$ cat config.mk
export PLATFORM = sky130hd
export DESIGN_NAME = pulse_train_gen
export DESIGN_NICKNAME = d
export VERILOG_FILES = /design/src/rtl/pulse_gen_pkg.sv /design/src/rtl/pulse_train_gen_phase_counter.sv /design/src/rtl/pulse_train_gen.sv
export SDC_FILE = /design/constraint.sdc
export NUM_CORES = 1
export LEC_CHECK = 0
export CAP_MARGIN = 20
export CORE_MARGIN = 5
export CORE_UTILIZATION = 55
export CTS_BUF_LIST = sky130_fd_sc_hd__clkbuf_16
export CTS_CLUSTER_DIAMETER = 100
export DETAILED_ROUTE_END_ITERATION = 12
export PLACE_DENSITY = 0.78
export REMOVE_ABC_BUFFERS = 1
export SLEW_MARGIN = 5
export SYNTH_ARGS = -nofsm -noshare
export SYNTH_HDL_FRONTEND = slang
export SYNTH_SLANG_ARGS = --single-unit
$ cat constraint.sdc
create_clock -name clk_i -period 2.9 [get_ports clk_i]
set_input_delay 0.58 -clock clk_i [delete_from_list [all_inputs] [get_ports clk_i]]
set_output_delay 0.58 -clock clk_i [all_outputs]
set_load 0.005 [all_outputs]
$ cat src/rtl/pulse_gen_pkg.sv
// Shared types and helpers for the pulse train generator.
// Combinational definitions only; no state, no backpressure.
package pulse_gen_pkg;

  localparam int LEN_W_DEF = 8;
  localparam int NUM_W_DEF = 8;

  typedef enum logic [1:0] {
    IDLE = 2'd0,
    HIGH = 2'd1,
    LOW  = 2'd2
  } state_e;

  // A zero-length phase would have no cycle to live in, so it runs as one cycle.
  function automatic logic [31:0] clamp_to_one(input logic [31:0] v);
    return (v == 32'd0) ? 32'd1 : v;
  endfunction

endpackage

$ cat src/rtl/pulse_train_gen_phase_counter.sv
// Loadable down-counter with a terminal-count flag; load wins over decrement.
// One-cycle registered update; the counter holds at zero, so it never wraps.
module phase_counter #(
  parameter int W = 8
) (
  input  logic         clk_i,
  input  logic         rst_i,
  input  logic         load_i,
  input  logic [W-1:0] load_val_i,
  input  logic         dec_i,
  output logic         tc_o
);

  logic [W-1:0] cnt_q;
  logic [W-1:0] cnt_d;

  always_comb begin
    cnt_d = cnt_q;
    if (load_i) begin
      cnt_d = load_val_i;
    end else if (dec_i && (cnt_q != '0)) begin
      cnt_d = cnt_q - W'(1);
    end
  end

  always_ff @(posedge clk_i) begin
    if (rst_i) begin
      cnt_q <= '0;
    end else begin
      cnt_q <= cnt_d;
    end
  end

  assign tc_o = (cnt_q == '0);

endmodule

$ cat src/rtl/pulse_train_gen.sv
// Burst generator: P pulses of H cycles high then L cycles low, plus edge strobes and done.
// All outputs registered, one cycle after the deciding edge; start accepted only when idle.
module pulse_train_gen
  import pulse_gen_pkg::*;
#(
  parameter int LEN_W = LEN_W_DEF,
  parameter int NUM_W = NUM_W_DEF
) (
  input  logic             clk_i,
  input  logic             rst_i,
  input  logic             start_i,
  input  logic             stop_i,
  input  logic [LEN_W-1:0] high_len_i,
  input  logic [LEN_W-1:0] low_len_i,
  input  logic [NUM_W-1:0] pulse_cnt_i,
  output logic             sig_out_o,
  output logic             rise_strb_o,
  output logic             fall_strb_o,
  output logic             busy_o,
  output logic             done_o
);

  state_e           state_q, state_d;
  logic [LEN_W-1:0] h_len_q, h_len_d;
  logic [LEN_W-1:0] l_len_q, l_len_d;
  logic [NUM_W-1:0] rem_q, rem_d;
  logic             sig_q, sig_d;
  logic             rise_q, rise_d;
  logic             fall_q, fall_d;
  logic             busy_q, busy_d;
  logic             done_q, done_d;

  logic             cnt_load;
  logic [LEN_W-1:0] cnt_load_val;
  logic             cnt_dec;
  logic             cnt_tc;

  logic [LEN_W-1:0] h_clamp;
  logic [LEN_W-1:0] l_clamp;

  assign h_clamp = LEN_W'(clamp_to_one(32'(high_len_i)));
  assign l_clamp = LEN_W'(clamp_to_one(32'(low_len_i)));

  phase_counter #(
    .W(LEN_W)
  ) u_phase_counter (
    .clk_i     (clk_i),
    .rst_i     (rst_i),
    .load_i    (cnt_load),
    .load_val_i(cnt_load_val),
    .dec_i     (cnt_dec),
    .tc_o      (cnt_tc)
  );

  always_comb begin
    state_d      = state_q;
    h_len_d      = h_len_q;
    l_len_d      = l_len_q;
    rem_d        = rem_q;
    rise_d       = 1'b0;
    fall_d       = 1'b0;
    done_d       = 1'b0;
    cnt_load     = 1'b0;
    cnt_load_val = '0;
    cnt_dec      = 1'b0;

    case (state_q)
      IDLE: begin
        if (start_i) begin
          h_len_d = h_clamp;
          l_len_d = l_clamp;
          if (pulse_cnt_i != '0) begin
            state_d      = HIGH;
            rem_d        = pulse_cnt_i;
            rise_d       = 1'b1;
            cnt_load     = 1'b1;
            cnt_load_val = h_clamp - LEN_W'(1);
          end else begin
            done_d = 1'b1;
          end
        end
      end

      HIGH: begin
        if (stop_i) begin
          state_d = IDLE;
          fall_d  = sig_q;
        end else if (cnt_tc) begin
          state_d      = LOW;
          fall_d       = 1'b1;
          cnt_load     = 1'b1;
          cnt_load_val = l_len_q - LEN_W'(1);
        end else begin
          cnt_dec = 1'b1;
        end
      end

      LOW: begin
        if (stop_i) begin
          state_d = IDLE;
          fall_d  = sig_q;
        end else if (cnt_tc) begin
          // rem_q still counts the pulse whose LOW phase is ending now.
          if (rem_q > NUM_W'(1)) begin
            state_d      = HIGH;
            rem_d        = rem_q - NUM_W'(1);
            rise_d       = 1'b1;
            cnt_load     = 1'b1;
            cnt_load_val = h_len_q - LEN_W'(1);
          end else begin
            state_d = IDLE;
            rem_d   = '0;
            done_d  = 1'b1;
          end
        end else begin
          cnt_dec = 1'b1;
        end
      end

      default: begin
        state_d = IDLE;
      end
    endcase

    sig_d  = (state_d == HIGH);
    busy_d = (state_d != IDLE);
  end

  always_ff @(posedge clk_i) begin
    if (rst_i) begin
      state_q <= IDLE;
      h_len_q <= '0;
      l_len_q <= '0;
      rem_q   <= '0;
      sig_q   <= 1'b0;
      rise_q  <= 1'b0;
      fall_q  <= 1'b0;
      busy_q  <= 1'b0;
      done_q  <= 1'b0;
    end else begin
      state_q <= state_d;
      h_len_q <= h_len_d;
      l_len_q <= l_len_d;
      rem_q   <= rem_d;
      sig_q   <= sig_d;
      rise_q  <= rise_d;
      fall_q  <= fall_d;
      busy_q  <= busy_d;
      done_q  <= done_d;
    end
  end

  assign sig_out_o   = sig_q;
  assign rise_strb_o = rise_q;
  assign fall_strb_o = fall_q;
  assign busy_o      = busy_q;
  assign done_o      = done_q;

endmodule
==> results.py, run 1 <==
metrics = {
    "detailed_routing": {
        "num_vias": 2447,
        "drt_iter0_markers": 202,
        "drc": 0,
        "post_drt_wl_per_cell_um": 15.21,
        "routed_wl_um": 6268,
        "vias_per_cell": 5.939,
        "firstDrtPassIters": 4,
        "detail-route-antenna-nets": 0,
    },
    "placement": {
        "gp_congestion": 0.8829,
        "port_buffers": 32,
        "dp_hpwl_um": 4690,
    },
    "clocking": {
        "htree_num_levels": 2,
        "cts_setup_buffers": 0,
        "cts_hold_buf": 0,
        "post_cts_resize_count": 0,
        "cts_buffers": 5,
        "clock_path_buffers": 2,
        "clock_latency_ns": 0.28,
        "root_buffer": "clkbuf_16",
        "tritoncts": "built",
        "clock_sinks": 39,
        "clkTransAtPathRegs_ns": 0.05,
    },
    "flow_run": {
        "cap_viol_max_count": 0,
    },
    "die": {
        "ios": 33,
        "die_h_um": 77.03,
        "core_area_um2": 4354,
        "fp-row-count": 24,
        "start_util": 0.5675,
        "die_w_um": 77.03,
        "die_area_um2": 5934,
    },
    "min_path": {
        "min_path_cells": 2,
        "min_to": "l_len_q[7]",
        "hp-start": "l_len_q[7]",
        "min-delay-path-class": "flop to flop",
    },
    "power": {
        "p_leak_uw": 0.001122,
        "p_sw_frac": 0.3326,
        "combPwrFrac": 0.323,
        "finalPower_uw": 1742,
        "internal_power_uw": 1163,
        "pwr-share-clk": 0.298,
        "pwr-share-seq": 0.379,
        "powerDensity_nw_per_um2": 574.3,
        "p_sw_uw": 579.3,
        "ir_drop_mv": 0.3434,
    },
    "timing": {
        "slew_violations": 0,
        "tightest_slew_ns": 0.5658,
        "finClkSkew_ns": 0.004452,
        "slew_headroom": 0.6215,
        "hold_viol": 0,
        "period_share": 0.8525,
        "setup_viol": 0,
        "rsz0062_at_grt": "no",
        "fmax_ghz": 0.4045,
        "timing.setup.tns_ns": 0,
        "period_needed_ns": 2.472,
        "whs_ns": 0.4685,
    },
    "synth": {
        "yosys.area.top_type": "dfxtp_1",
        "yosysTopAreaCellShare": 0.3159,
        "ys_seq_area_frac": 0.3159,
        "ys.flop_type": "dfxtp_1",
        "syn_inst": 321,
        "avgSynthCellArea_um2": 7.698,
        "yosys_warnings": 0,
        "ys_top_cells_by_area": "dfxtp_1, a21oi_1, nand2_1",
        "synth-edff-count": 0,
        "synth.distinct_cells": 50,
        "ys_seq_elements": 39,
        "synthArstFlopShare": 0,
        "syn-cell-area_um2": 2471,
        "synthTopCellsByCount": "dfxtp_1, nand2_1, a21oi_1",
        "yosysMostFrequentCell": "dfxtp_1",
    },
    "finish": {
        "n_antenna_cell": 0,
        "area_growth_pct": 22.73,
        "fin_util": 0.6966,
        "nets": 398,
        "drive_gt1_frac": 0.07778,
    },
    "critical_path": {
        "ff2ff_setup_slack_ns": 0.70,
        "r2r_cells": 7,
        "crit_fanout": 6,
        "timing.rr.start": "rem_q[0]",
        "cp-start-kind": "primary input",
        "critPathKind": "primary input to flop",
        "cp.required_ns": 3.10,
        "critPathArrivalTime_ns": 2.67,
        "cp-end-kind": "flop",
        "rr_endpoint": "u_phase_counter.cnt_q[0]",
    },
    "global_routing": {
        "grt_start_max_net_pins": 21,
        "grtUsageTotal": 0.2153,
        "grt_use_met3": 0.04098,
        "top_usage_layer": "met2",
        "grt_use_met1": 0.2835,
        "grt_pass1_wl_um": 10540,
        "overflow": 0,
        "first_global_vias": 2301,
        "antenna_found_initial": 0,
        "grt_use_met2": 0.3540,
    },
    "run_status": {
        "outcome": "finished, final reports clean",
    },
}
final cells by class:
type / count / area (um2)
inverters: 20 / 75.07
clock buffers: 5 / 125.1
multi-input cells: 250 / 1568
clock inverters: 2 / 8.758
repair buffers: 44 / 410.4
well taps: 52 / 65.06
fillers: 371 / 1321
flip-flops and latches: 39 / 780.7
worst max-delay path, cell delays in order:
cell and delay (ns):
clkdlybuf4s50_1 0.50, nor4_1 0.40, a31oi_1 0.20, ha_1 0.28, nor3b_1 0.16, xnor2_1 0.13
o22ai_1 0.13, a21oi_1 0.06, a211oi_1 0.23
sequential cells by signal, indices dropped and copies added (netlist names):
| name | count |
|---|---|
| busy_o | 1 |
| done_o | 1 |
| fall_strb_o | 1 |
| h_len_q | 8 |
| l_len_q | 8 |
| rem_q | 8 |
| rise_strb_o | 1 |
| sig_out_o | 1 |
| state_q | 2 |
| u_phase_counter.cnt_q | 8 |
power groups by stage:
stage               combinational, uW  sequential (uW)  clock [uW]
floorplan                         386              656           0
global placement                  548              668           0
detailed placement                553              671           0
CTS                               559              660         527
global route                      624              671         547
finish                            562              661         519
cell usage in the layout, fill, tap and decap left out, drive strengths merged, types with 2 or more instances in the layout:
cell type | Yosys | layout
o22ai | 9 | 9
nand2b | 2 | 2
ha | 10 | 10
clkdlybuf4s50 | 0 | 32
dfxtp | 39 | 39
o21a | 3 | 3
nor4 | 6 | 6
clkinv | 0 | 2
nand3 | 4 | 4
a211oi | 14 | 14
or2 | 3 | 3
o21ai | 15 | 15
nor2b | 4 | 4
inv | 20 | 20
nor2 | 27 | 27
nand4 | 3 | 3
or4 | 8 | 8
nand4b | 2 | 2
nor3b | 5 | 5
buf | 5 | 12
xor2 | 5 | 5
o32ai | 3 | 3
xnor2 | 12 | 12
nand2 | 38 | 38
a311oi | 3 | 3
clkbuf | 7 | 5
nor3 | 11 | 11
a31oi | 3 | 3
a21oi | 35 | 35
or3 | 7 | 7
o211ai | 3 | 3
kinds of logic (layout without fill, tap and decap cells):
logic type	after synthesis	after routing	synth area share
and+or+nand+nor	124	124	0.2577
AOI/OAI and AO/OA	98	98	0.2618
muxes	1	1	0.004051
buffers and inverters	32	71	0.04962
adders and majority gates	10	10	0.05063
DFF	39	39	0.3159
xor gates and xnor gates	17	17	0.06025
metal layers:
metal	up-vias	routed length (um)
met5	-	0
met4	0	103
met3	9	283
met2	62	2942
met1	1120	2939
li1	1256	-
stage by stage:
| stage | setup slack, ns | instance area [um2] | instances |
|---|---|---|---|
| 2_1_floorplan | 0.6852 | 2424 | 309 |
| 3_3_place_gp | 0.2524 | 2899 | 405 |
| 3_5_place_dp | 0.1611 | 2899 | 405 |
| 4_1_cts | 0.4538 | 3033 | 412 |
| 5_1_grt | 0.2472 | 3033 | 412 |
| 6_report | 0.4278 | 3033 | 412 |
how the worst max path moves through the flow:
stage,from,end,slack [ns],depth (start not counted)
final,high_len_i[3],u_phase_counter.cnt_q[4],0.43,9
after global routing,high_len_i[3],u_phase_counter.cnt_q[4],0.25,9
after CTS,high_len_i[3],u_phase_counter.cnt_q[4],0.45,9
after detailed placement,high_len_i[3],u_phase_counter.cnt_q[4],0.16,9
after global placement,high_len_i[3],u_phase_counter.cnt_q[4],0.25,9
after floorplan,high_len_i[2],u_phase_counter.cnt_q[4],0.69,8
Power figures use the tool's default switching activity.
==> inputs of run 2 (changes only) <==
REMOVE_ABC_BUFFERS = unset   (was 1)
==> run 2 against run 1 <==
Largest cell class unchanged. Routed wire length is 1.6% lower. Via count is 0.65% higher. Critical path type unchanged. Non-clock buffer count is 2 lower. Final cell count is 0.24% lower. Hold slack better by 0.0047 ns. Total power is 1.0% higher. Sequential power hardly changed. Critical endpoint is now u_phase_counter.cnt_q[2]. Setup slack better by 0.0028 ns.
==> results.py, run 2 (same netlist as run 1, synthesis figures left out) <==
metrics = {
    "run_status": {
        "outcome": "finished, final reports clean",
    },
    "detailed_routing": {
        "post_drt_wl_per_cell_um": 15.00,
        "drc": 0,
        "drt_iter0_markers": 214,
        "detail-route-antenna-nets": 0,
        "firstDrtPassIters": 4,
        "num_vias": 2463,
        "routed_wl_um": 6166,
        "vias_per_cell": 5.993,
    },
    "critical_path": {
        "cp.required_ns": 3.05,
        "crit_fanout": 6,
        "ff2ff_setup_slack_ns": 0.63,
        "slowest_stage": "clkdlybuf4s50_1",
        "crit_end": "u_phase_counter.cnt_q[2]",
        "critPathKind": "primary input to flop",
        "timing.rr.start": "state_q[1]",
        "critPathTopFamily": "simple AND/OR/NAND/NOR gates",
        "critPathArrivalTime_ns": 2.62,
        "path_common_cell": "nor4_1",
        "cp-start-kind": "primary input",
        "cp_slowest_stage_delay_ns": 0.48,
        "rr_endpoint": "sig_out_o",
        "path_cells": "clkdlybuf4s50_1 > nor4_1 > a31oi_1 > ha_1 > xnor2_1 > o22ai_1 > nor4_1 > a211oi_1",
        "startpoint": "high_len_i[3]",
        "crit_cells": 8,
        "path_buf_inv": 1,
        "r2r_cells": 6,
        "cp-end-kind": "flop",
    },
    "die": {
        "fp-row-count": 24,
        "ios": 33,
        "core_area_um2": 4354,
        "die_h_um": 77.03,
        "die_area_um2": 5934,
        "die_w_um": 77.03,
        "start_util": 0.5675,
    },
    "clocking": {
        "clock_path_buffers": 2,
        "cts_hold_buf": 0,
        "clock_latency_ns": 0.29,
        "clock_sinks": 39,
        "htree_num_levels": 2,
        "cts_setup_buffers": 0,
        "cts_buffers": 5,
        "clkTransAtPathRegs_ns": 0.06,
        "post_cts_resize_count": 0,
        "root_buffer": "clkbuf_16",
        "tritoncts": "built",
    },
    "min_path": {
        "min_path_cells": 2,
        "min-delay-path-class": "flop to flop",
    },
    "finish": {
        "fin_util": 0.6957,
        "design_area_um2": 3029,
        "mostFrequentLayoutCells": "dfxtp_1, nand2_1, a21oi_1",
        "n_antenna_cell": 0,
        "area_growth_pct": 22.58,
        "nets": 396,
        "final_common_cell": "dfxtp_1",
        "drive_gt1_frac": 0.07799,
    },
    "timing": {
        "slew_violations": 0,
        "rsz0062_at_grt": "no",
        "tightest_slew_ns": 0.6600,
        "fmax_ghz": 0.4050,
        "finClkSkew_ns": 0.006451,
        "hold_viol": 0,
        "timing.setup.tns_ns": 0,
        "period_needed_ns": 2.469,
        "setup_viol": 0,
        "slew_headroom": 0.5600,
        "period_share": 0.8515,
    },
    "synth": {
        "synth_fp_nets": 359,
    },
    "power": {
        "p_leak_uw": 0.001110,
        "ir_drop_mv": 0.3617,
        "powerDensity_nw_per_um2": 580.8,
    },
    "placement": {
        "gp_congestion": 0.8787,
        "dp_hpwl_um": 4670,
        "dpl-instance-area_um2": 2884,
        "port_buffers": 32,
    },
    "global_routing": {
        "first_global_vias": 2340,
        "grt_start_max_net_pins": 21,
        "grtUsageTotal": 0.2163,
        "grt_pass1_wl_um": 10850,
        "overflow": 0,
        "antenna_found_initial": 0,
    },
    "flow_run": {
        "cap_viol_max_count": 0,
    },
}
[run 2: cell types whose count changed in the layout (fill, tap and decap cells not counted)]
| cell | change |
|---|---|
| buf_4 | -2 |
| clkinvlp_4 | +2 |
| clkinv_1 | -1 |
[run 2: layer usage]
metal	GRT usage	vias up	routed length (um)	part of all wire
met1	0.2774	1130	2737	0.44
li1	-	1248	-	-
met4	0.06529	0	84	0.014
met2	0.3633	75	2993	0.49
met5	0	-	0	0
met3	0.04450	10	350	0.057
[run 2: worst min-delay path by stage]
| stage | from | endpoint | slack, ns |
|---|---|---|---|
| 6_report | l_len_q[7] | l_len_q[7] | 0.47 |
| 5_1_grt | h_len_q[7] | h_len_q[7] | 0.50 |
| 4_1_cts | h_len_q[7] | h_len_q[7] | 0.47 |
| 3_5_place_dp | h_len_q[7] | h_len_q[7] | 0.46 |
| 3_3_place_gp | h_len_q[7] | h_len_q[7] | 0.46 |
| 2_1_floorplan | l_len_q[7] | l_len_q[7] | 0.44 |
[run 2: report_power, final]
part,internal [uW],total (uW),switching (uW)
logic,252,559,307
clock network,317,541,224
registers,598,659,61.7
total,1170,1760,593
[run 2: worst min-delay path: stages (launching register included)]
cell	delay [ns]
dfxtp_1	0.32
nand2_1	0.06
a21oi_1	0.05
[run 2: final cells by class]
type                            count  area, um2
Clock buffer                        5      125.1
Sequential cell                    39      780.7
Clock inverter                      3      20.02
Fill cell                         377       1325
Multi-Input combinational cell    250       1568
Inverter                           20      75.07
Tap cell                           52      65.06
Timing Repair Buffer               42      395.4
[run 2: per-stage QoR]
| stage | std cells | setup WS (ns) | hold slack, ns | total power [uW] |
|---|---|---|---|---|
| 2_1_floorplan | 321 | 0.6869 | 0.4415 | 1055 |
| 3_3_place_gp | 403 | 0.2074 | 0.4584 | 1213 |
| 3_5_place_dp | 403 | 0.1313 | 0.4625 | 1224 |
| 4_1_cts | 411 | 0.4241 | 0.4704 | 1764 |
| 5_1_grt | 411 | 0.2214 | 0.4991 | 1882 |
| 6_report | 411 | 0.4306 | 0.4732 | 1759 |
